`src/rtl/csr_pkg.sv`:
```
// Shared constants for the machine-mode CSR unit: addresses, funct3 codes,
// mcause values, mstatus bit positions and the address decoder.
package csr_pkg;

  localparam logic [6:0] OPC_SYSTEM = 7'b1110011;

  localparam logic [2:0] F3_RW  = 3'b001;
  localparam logic [2:0] F3_RS  = 3'b010;
  localparam logic [2:0] F3_RC  = 3'b011;
  localparam logic [2:0] F3_RWI = 3'b101;
  localparam logic [2:0] F3_RSI = 3'b110;
  localparam logic [2:0] F3_RCI = 3'b111;

  localparam logic [11:0] ADDR_MSTATUS  = 12'h300;
  localparam logic [11:0] ADDR_MTVEC    = 12'h305;
  localparam logic [11:0] ADDR_MSCRATCH = 12'h340;
  localparam logic [11:0] ADDR_MEPC     = 12'h341;
  localparam logic [11:0] ADDR_MCAUSE   = 12'h342;
  localparam logic [11:0] ADDR_MCYCLE   = 12'hB00;
  localparam logic [11:0] ADDR_MINSTRET = 12'hB02;

  localparam int unsigned MCAUSE_ECALL_M = 11;

  localparam int MSTATUS_MIE  = 3;
  localparam int MSTATUS_MPIE = 7;

  typedef enum logic [2:0] {
    CSR_NONE,
    CSR_MSTATUS,
    CSR_MTVEC,
    CSR_MSCRATCH,
    CSR_MEPC,
    CSR_MCAUSE,
    CSR_MCYCLE,
    CSR_MINSTRET
  } csr_sel_e;

  // Counters decode as unknown when they are not built, so they read 0 and flag illegal.
  function automatic csr_sel_e csr_decode(input logic [11:0] addr, input bit has_counters);
    csr_sel_e sel;
    sel = CSR_NONE;
    case (addr)
      ADDR_MSTATUS:  sel = CSR_MSTATUS;
      ADDR_MTVEC:    sel = CSR_MTVEC;
      ADDR_MSCRATCH: sel = CSR_MSCRATCH;
      ADDR_MEPC:     sel = CSR_MEPC;
      ADDR_MCAUSE:   sel = CSR_MCAUSE;
      ADDR_MCYCLE:   sel = has_counters ? CSR_MCYCLE : CSR_NONE;
      ADDR_MINSTRET: sel = has_counters ? CSR_MINSTRET : CSR_NONE;
      default:       sel = CSR_NONE;
    endcase
    return sel;
  endfunction

endpackage

```
`src/rtl/csr_rmw.sv`:
```
// Combinational Zicsr read-modify-write: picks the source operand and
// computes the new CSR value plus whether the op has a write side effect.
module csr_rmw
  import csr_pkg::*;
#(
  parameter int XLEN = 64
) (
  input  logic [2:0]      i_funct3,
  input  logic [XLEN-1:0] i_old,
  input  logic [XLEN-1:0] i_rs1_data,
  input  logic [4:0]      i_field,
  output logic [XLEN-1:0] o_new,
  output logic            o_write_en
);

  logic [XLEN-1:0] w_src;
  logic            w_field_nz;

  assign w_src      = i_funct3[2] ? {{(XLEN-5){1'b0}}, i_field} : i_rs1_data;
  assign w_field_nz = (i_field != 5'd0);

  // Set/clear with a zero rs1/uimm field is a pure read; write always writes.
  always_comb begin
    o_new      = i_old;
    o_write_en = 1'b0;
    case (i_funct3)
      F3_RW, F3_RWI: begin
        o_new      = w_src;
        o_write_en = 1'b1;
      end
      F3_RS, F3_RSI: begin
        o_new      = i_old | w_src;
        o_write_en = w_field_nz;
      end
      F3_RC, F3_RCI: begin
        o_new      = i_old & ~w_src;
        o_write_en = w_field_nz;
      end
      default: begin
        o_new      = i_old;
        o_write_en = 1'b0;
      end
    endcase
  end

endmodule

```
`src/rtl/csr_unit.sv`:
```
// Machine-mode CSR file with Zicsr datapath, ecall/mret trap sequencing,
// cycle/instret counters and a registered fetch redirect.
module csr_unit
  import csr_pkg::*;
#(
  parameter int          XLEN         = 64,
  parameter logic [63:0] RESET_MTVEC  = 64'h0,
  parameter bit          HAS_COUNTERS = 1'b1
) (
  input  logic            i_clk,
  input  logic            i_rst,
  input  logic            i_inst_valid,
  input  logic [31:0]     i_inst,
  input  logic [XLEN-1:0] i_rs1_data,
  input  logic [XLEN-1:0] i_pc,
  input  logic            i_retire,
  input  logic            i_ecall,
  input  logic            i_mret,
  output logic [XLEN-1:0] o_csr_rdata,
  output logic            o_illegal,
  output logic            o_redirect_valid,
  output logic [XLEN-1:0] o_redirect_pc
);

  localparam logic [XLEN-1:0] MTVEC_RST = {RESET_MTVEC[XLEN-1:2], 2'b00};

  logic            r_mie;
  logic            r_mpie;
  logic [XLEN-1:0] r_mtvec;
  logic [XLEN-1:0] r_mscratch;
  logic [XLEN-1:0] r_mepc;
  logic [XLEN-1:0] r_mcause;
  logic [XLEN-1:0] r_mcycle;
  logic [XLEN-1:0] r_minstret;
  logic            r_redirect_valid;
  logic [XLEN-1:0] r_redirect_pc;

  logic [11:0]     w_addr;
  logic [2:0]      w_funct3;
  logic [4:0]      w_field;
  logic            w_csr_op;
  csr_sel_e        w_sel;
  logic            w_known;
  logic [XLEN-1:0] w_mstatus;
  logic [XLEN-1:0] w_old;
  logic [XLEN-1:0] w_new;
  logic            w_we;
  logic            w_ro_viol;
  logic            w_take_ecall;
  logic            w_take_mret;
  logic            w_csr_wr;
  logic            w_unused;

  assign w_addr   = i_inst[31:20];
  assign w_field  = i_inst[19:15];
  assign w_funct3 = i_inst[14:12];
  assign w_unused = ^i_inst[11:7];

  assign w_csr_op = i_inst_valid && (i_inst[6:0] == OPC_SYSTEM) && (w_funct3 != 3'b000);
  assign w_sel    = csr_decode(w_addr, HAS_COUNTERS);
  assign w_known  = (w_sel != CSR_NONE);

  always_comb begin
    w_mstatus               = '0;
    w_mstatus[MSTATUS_MIE]  = r_mie;
    w_mstatus[MSTATUS_MPIE] = r_mpie;
  end

  always_comb begin
    w_old = '0;
    case (w_sel)
      CSR_MSTATUS:  w_old = w_mstatus;
      CSR_MTVEC:    w_old = r_mtvec;
      CSR_MSCRATCH: w_old = r_mscratch;
      CSR_MEPC:     w_old = r_mepc;
      CSR_MCAUSE:   w_old = r_mcause;
      CSR_MCYCLE:   w_old = r_mcycle;
      CSR_MINSTRET: w_old = r_minstret;
      default:      w_old = '0;
    endcase
  end

  csr_rmw #(
    .XLEN (XLEN)
  ) u_rmw (
    .i_funct3   (w_funct3),
    .i_old      (w_old),
    .i_rs1_data (i_rs1_data),
    .i_field    (w_field),
    .o_new      (w_new),
    .o_write_en (w_we)
  );

  assign w_ro_viol    = w_csr_op && w_known && w_we && (w_addr[11:10] == 2'b11);
  assign o_illegal    = w_csr_op && (!w_known || w_ro_viol);
  assign o_csr_rdata  = (w_csr_op && w_known) ? w_old : '0;

  // A trap or trap return in the same cycle suppresses the CSR write entirely.
  assign w_take_ecall = i_inst_valid && i_ecall;
  assign w_take_mret  = i_inst_valid && i_mret && !w_take_ecall;
  assign w_csr_wr     = w_csr_op && w_known && w_we && !w_ro_viol
                        && !w_take_ecall && !w_take_mret;

  always_ff @(posedge i_clk or posedge i_rst) begin
    if (i_rst) begin
      r_mie            <= 1'b0;
      r_mpie           <= 1'b0;
      r_mtvec          <= MTVEC_RST;
      r_mscratch       <= '0;
      r_mepc           <= '0;
      r_mcause         <= '0;
      r_mcycle         <= '0;
      r_minstret       <= '0;
      r_redirect_valid <= 1'b0;
      r_redirect_pc    <= '0;
    end else begin
      r_redirect_valid <= 1'b0;

      if (w_csr_wr && (w_sel == CSR_MCYCLE)) begin
        r_mcycle <= w_new;
      end else if (HAS_COUNTERS) begin
        r_mcycle <= r_mcycle + 1'b1;
      end

      if (w_csr_wr && (w_sel == CSR_MINSTRET)) begin
        r_minstret <= w_new;
      end else if (HAS_COUNTERS && i_retire) begin
        r_minstret <= r_minstret + 1'b1;
      end

      if (w_take_ecall) begin
        r_mepc           <= {i_pc[XLEN-1:2], 2'b00};
        r_mcause         <= XLEN'(MCAUSE_ECALL_M);
        r_mpie           <= r_mie;
        r_mie            <= 1'b0;
        r_redirect_valid <= 1'b1;
        r_redirect_pc    <= r_mtvec;
      end else if (w_take_mret) begin
        r_mie            <= r_mpie;
        r_mpie           <= 1'b1;
        r_redirect_valid <= 1'b1;
        r_redirect_pc    <= r_mepc;
      end else if (w_csr_wr) begin
        case (w_sel)
          CSR_MSTATUS: begin
            r_mie  <= w_new[MSTATUS_MIE];
            r_mpie <= w_new[MSTATUS_MPIE];
          end
          CSR_MTVEC:    r_mtvec    <= {w_new[XLEN-1:2], 2'b00};
          CSR_MSCRATCH: r_mscratch <= w_new;
          CSR_MEPC:     r_mepc     <= {w_new[XLEN-1:2], 2'b00};
          CSR_MCAUSE:   r_mcause   <= w_new;
          default: ;
        endcase
      end
    end
  end

  assign o_redirect_valid = r_redirect_valid;
  assign o_redirect_pc    = r_redirect_pc;

endmodule

```
`config.mk`:
```
export PLATFORM = sky130hd
export DESIGN_NAME = csr_unit
export DESIGN_NICKNAME = d
export VERILOG_FILES = /design/src/rtl/csr_pkg.sv /design/src/rtl/csr_rmw.sv /design/src/rtl/csr_unit.sv
export SDC_FILE = /design/constraint.sdc
export NUM_CORES = 1
export LEC_CHECK = 0
export ABC_CLOCK_PERIOD_IN_PS = 14900
export CORE_UTILIZATION = 52
export DETAILED_ROUTE_END_ITERATION = 12
export GPL_ROUTABILITY_DRIVEN = 0
export PLACE_DENSITY_LB_ADDON = 0.08
export SLEW_MARGIN = 15
export SYNTH_ARGS = -nofsm -noshare
export SYNTH_HDL_FRONTEND = slang
export SYNTH_SLANG_ARGS = --single-unit
```
`constraint.sdc`:
```
create_clock -name i_clk -period 14.9 [get_ports i_clk]
set_clock_uncertainty 0.2 [all_clocks]
set_input_delay 2.98 -clock i_clk [delete_from_list [all_inputs] [get_ports i_clk]]
set_output_delay 2.98 -clock i_clk [all_outputs]
set_load 0.01 [all_outputs]
```
---- Word-level counts from Yosys, hierarchy flattened ----
Index checks and enable logic that the tools add are counted.
storage, ports and cells
  word-level logic and storage cells ...... 107
  output and inout port bits .............. 130
  input port bits ......................... 166
  flip-flop bits (word level) ............. 449
operators by class
  bitwise operators ....................... 5
  reduce and logical (&&, ||, !) cells .... 38
  equal/unequal tests ..................... 23
  multiplexer cells ....................... 29
  add/subtract/negate cells ............... 2
operators with widths
  operator               number
  $mux 64                15
  $pmux 64 s7            1
  $pmux 64 s3            1
  $add 64x1->64 const B  2
  $and 64x64->64         1
  $not 64->64            1
  $or 64x64->64          1
  $eq 12x10->1 const B   5
  $eq 12x12->1 const B   2
  $eq 3x3->1 const B     7
  $pmux 3 s7             1
  $logic_and 1x1->1      14
  $eq 3x2->1 const B     4
  $reduce_bool 3->1      4
  $mux 1                 10
  $reduce_bool 2->1      5
  $reduce_and 4->1       2
  $eq 7x7->1 const B     1
  $eq 3x1->1 const B     2
  $reduce_and 3->1       2
  $reduce_or 2->1        3
  $reduce_bool 5->1      1
  $logic_not 1->1        4
  $reduce_or 4->1        1
  other kinds (6)        7

---- Longest topological paths before layout ----
  word-level depth ........................ 13
  mapped depth ............................ 11
  depth with buffers taken out ............ 7

---- Modules after synthesis ----
A second synthesis with hierarchy kept.
unflattened totals
  cells, all modules ...................... 2,462
  area, all modules ....................... 24,473.5 sq um
modules (own cells, without submodules)
  module    times used  seq. area each (sq um)  cells an instance  area an instance (sq um)
  csr_unit  1           11,135.7                2,173              22,617.9
  csr_rmw   1           0.0                     289                1,855.5

---- Least setup slack after synthesis ----
OpenSTA, ideal clock, no wires.
  path type ............................... in2out
  start ................................... input i_inst[27]
  end ..................................... output o_csr_rdata[58]
  path slack .............................. 6,748 ps
  stages .................................. 8
  required time ........................... 11,720 ps
  buffers on the path ..................... 3
  data arrival time ....................... 4,972 ps
  cells stage by stage .................... or4_4 > buf_6 > nor3_1 > a22o_1 > buf_2 > o211ai_1 > clkbuf_1 > a31oi_1
on the way
  longest elaborated chain between the ends .. 5
  elaborated cells between the ends (all ways) .. 19
  those cells by class .................... 14 x eq/ne; 3 x mux; 2 x reduce/logical
ends and longest elaborated chain
  element                                                  line                            text
  from (decl)                                              csr_unit.sv:13                  input logic [31:0] i_inst,
  $eq 12x12->1 / $eq 12x10->1 (equally long branches)      csr_pkg.sv:42                   case (addr)
  $pmux 3 s7 *                                             csr_pkg.sv:42
  $eq 3x3->1 (tied with other cells)                       csr_unit.sv:71                  case (w_sel)
  $pmux 64 s7 / $logic_and 1x1->1 (equally long branches)  csr_unit.sv:71, csr_unit.sv:96
  $mux 64 *                                                csr_unit.sv:96                  assign o_csr_rdata = (w_csr_op && w_known) ? w_old : '0;
  to (decl)                                                csr_unit.sv:19                  output logic [XLEN-1:0] o_csr_rdata,
Mark *: on every way between the ends. The rest lies on a longest branch, timed or not.

---- Worst setup path after layout ----
  start ................................... input i_inst[21]
  end ..................................... output o_csr_rdata[61]
Same word-level chain as after synthesis.

==> reports/summary.log <==
[yosys] Cells after Synth 2966
[cells_and_area] layout cells sized above 1 7.21%
[yosys] post-synthesis sequential element count 445
[critical_path] Data arrival, critical path 7.29 ns
[timing] final clock period utilization by the worst path 70.3%
[yosys] share of the synthesized area in the top cell type 42.9%
[power_and_ir_drop] Clock power frac 43.3%
[placement] I/O Buffers 286
[run] reported max-cap violation count 0
[timing] setup repair after global routing missed its margin false
[die] die span in y 225 um
[cells_and_area] number of diodes added for antenna fixing 0
[die] io pins 296
[cells_and_area] non-filler instance count after layout 3827
[placement] number of cells after detailed placement 3742
[global_routing] total track usage 35.7%
[placement] placement-stage worst setup slack 4.62 ns
[yosys] primary flip-flop cell chosen by synthesis mapping sky130_fd_sc_hd__dfrtp_1
[clocking] Clk Latency, worst-skew pair 0.60 ns
[power_and_ir_drop] Cell Int Power 2.13 mW
[timing] final worst-path setup slack 4.43 ns
[timing] Total Negative Setup Slacks 0 ns
[yosys] sequential cell area fraction in the yosys report 42.9%
[yosys] mean post-synth cell area 8.76 um^2
[clocking] number of instances resized during post-cts repair 0
[yosys] xor/xnor share of the synthesized area 4.15%
[yosys] fraction of synthesis flops using an asynchronous set or reset pin 100%
[hold_path] Tightest Hold Check Type flop to flop
[power_and_ir_drop] switching pwr 733 uW
[critical_path] kind of start point of the critical path input pin
[timing] worst-margin pin slew 1.24 ns
[critical_path] CP Class input pin to output pin
[power_and_ir_drop] VDD IR-drop max 0.0749 mV
[clocking] register clock-pin slew on the reported worst setup and hold paths 0.05 ns
[power_and_ir_drop] static leakage 12.0 nW
[die] count of standard-cell rows 81
[drt] vias post-DR 25200
[clocking] cell at the root of the clock tree sky130_fd_sc_hd__clkbuf_16
[timing] number of failing setup endpoints in the final timing report 0
[cells_and_area] Core Util, Final 62.6%
[global_routing] pin count of the biggest net entering global routing 89
[drt] final antenna-violating net count 0
[clocking] depth of the CTS H-tree 2
[cells_and_area] most common cell after layout, fill and taps aside sky130_fd_sc_hd__nand2_1
[timing] worst slew margin relative to its limit 16.6%
[drt] final wirelength 91100 um
[power_and_ir_drop] net switching fraction of the power 25.6%
[yosys] basic-gate share of the synthesized area counting and, or, nand and nor cells 20.0%
[clocking] Longest Clk Path Bufs 3
[power_and_ir_drop] combinational power share 11.2%
[cells_and_area] area added between synthesis and finish 18.4%
[global_routing] initial antenna violation count 1
[timing] minimum clock period after layout 10.47 ns
[power_and_ir_drop] sequential group share of total power 45.4%
[yosys] fraction of synthesized area in multiplexers 4.24%
[critical_path] critical path endpoint category output pin
[yosys] area share of fa/ha/maj cells after synthesis 0.0963%
[clocking] Hold Buf Count CTS 0
[yosys] largest area contributor in the synthesized netlist sky130_fd_sc_hd__dfrtp_1
[yosys] combined area of all synthesized cells 26000 um^2
[clocking] post-CTS repair timing setup buffer count 0
[timing] peak clock frequency supported by timing 95.5 MHz
[drt] detailed-router iteration count before antenna repair 6
[timing] Hold Vio Cnt, Final 0
[drt] via count normalized by instance count 6.59
[yosys] largest family of logic cells by synthesized area compound AO/OA/AOI/OAI gates
[yosys] top cells by area in the synthesized netlist sky130_fd_sc_hd__dfrtp_1, sky130_fd_sc_hd__nand2_1, sky130_fd_sc_hd__a22oi_1, sky130_fd_sc_hd__o21ai_1, sky130_fd_sc_hd__mux2i_1
[yosys] Cell variety after synth 69
[die] placeable core area 49200 um^2
[placement] post-detailed-placement half-perimeter wirelength 56700 um
[power_and_ir_drop] PwrDens 93.0 nW/um^2
[cells_and_area] most used cells in the layout excluding fill and tap cells sky130_fd_sc_hd__nand2_1, sky130_fd_sc_hd__dfrtp_1, sky130_fd_sc_hd__clkdlybuf4s50_1
[run_status] status finished, final reports clean
[clocking] clock sinks 445
[die] die boundary width 225 um
[drt] post-detailed-route DRC marker count 0
[global_routing] global-route wire length before repair 141000 um
[die] overall die area 50800 um^2
[clocking] clock tree from TritonCTS built
[drt] routed wire length per instance 23.8 um
[die] initial core utilization 52.8%
[clocking] total CTS buffers 49
[critical_path] required time reported for the critical path endpoint 11.72 ns
[critical_path] critical path fanouts, max 64
[global_routing] via count of the first global-routing pass 24900
[cells_and_area] nets 3298
[timing] final slew viol count 0
[yosys] count of flip-flops with a built-in enable after synthesis 0
[global_routing] total gr overflow 0
[drt] DRT iter0 DRCs 2670
[yosys] Synth Warn # 0
[yosys] compound-gate portion of the synthesized area 24.6%
==> layout make-up <==
cell class	count	area, um^2
Timing Repair Buffer	333	3220
Clock buffer	73	1400
Clock inverter	11	183
Sequential cell	445	11100
Tap cell	664	831
Multi-Input combinational cell	2275	13900
Inverter	26	101
Fill cell	4156	18400
==> power groups by stage <==
stage / clock [mW] / combinational [mW] / sequential [mW]
global placement: 0 / 0.310 / 1.32
CTS: 1.25 / 0.318 / 1.30
global route: 1.30 / 0.351 / 1.30
finish: 1.24 / 0.321 / 1.30
detailed placement: 0 / 0.316 / 1.32
floorplan: 0 / 0.166 / 1.32
==> cell usage after synthesis, drive strengths merged (64+ instances only) <==
| cell type | number |
|---|---|
| clkbuf | 163 |
| and3 | 69 |
| nor2 | 114 |
| a22oi | 173 |
| mux2i | 109 |
| nand2 | 504 |
| dfrtp | 445 |
| a31oi | 135 |
| xnor2 | 90 |
| o21ai | 450 |
| a21oi | 64 |
| nor2b | 65 |
==> kinds of logic after synthesis <==
| group | after synthesis |
|---|---|
| AO/OA/AOI/OAI | 975 |
| XOR/XNOR | 123 |
| flip-flops | 445 |
| other | 1 |
| AND/OR/NAND/NOR | 1063 |
| adder cells (fa/ha/maj) | 2 |
| buffers and inverters | 247 |
| multiplexers | 110 |
==> metal layers <==
metal	global-route usage [%]	vias to the layer above	wire length, um
met1	47.5	12300	36700
met5	0	-	13
li1	-	11200	-
met3	7.61	265	9080
met4	14.0	2	3280
met2	56.9	1466	42000
==> final timing paths <==
path	from	endpoint	slack [ns]	cells after the start
worst max-delay path	i_inst[21]	o_csr_rdata[61]	4.43	8
worst min register to register	r_mcause[7]	r_mcause[7]	0.28	2
max in group asynchronous	i_rst	r_mcycle[49]	9.47	5
worst min-delay path	r_mcause[7]	r_mcause[7]	0.28	2
worst max register to register	r_mcycle[11]	r_mcycle[58]	11.32	6
min in group asynchronous	i_rst	r_mtvec[8]	2.57	2
==> through the flow <==
step / total power [mW] / hold slack [ns] / cell area (um^2)
CTS: 2.87 / 0.284 / 30700
finish: 2.86 / 0.280 / 30700
detailed placement: 1.64 / 0.271 / 29100
global route: 2.96 / 0.307 / 30700
floorplan: 1.48 / 0.244 / 26000
global placement: 1.63 / 0.261 / 29100
==> worst max-delay path, cell delays in order <==
cell and delay [ns]:
sky130_fd_sc_hd__clkdlybuf4s50_1 0.63, sky130_fd_sc_hd__nand4bb_1 0.77, sky130_fd_sc_hd__nor3_2 0.54, sky130_fd_sc_hd__a22o_1 0.46
sky130_fd_sc_hd__o211ai_1 0.15, sky130_fd_sc_hd__buf_4 0.46, sky130_fd_sc_hd__a31oi_1 0.58, sky130_fd_sc_hd__clkdlybuf4s50_1 0.65
==> state kept, by name (all words and copies together) (netlist names) <==
name              flops
r_mcause             64
o_redirect_pc        62
o_redirect_valid      1
r_minstret           64
r_mcycle             64
r_mepc               62
r_mscratch           64
r_mie                 1
r_mpie                1
r_mtvec              62
No activity file was read; power rests on OpenSTA's default activity.
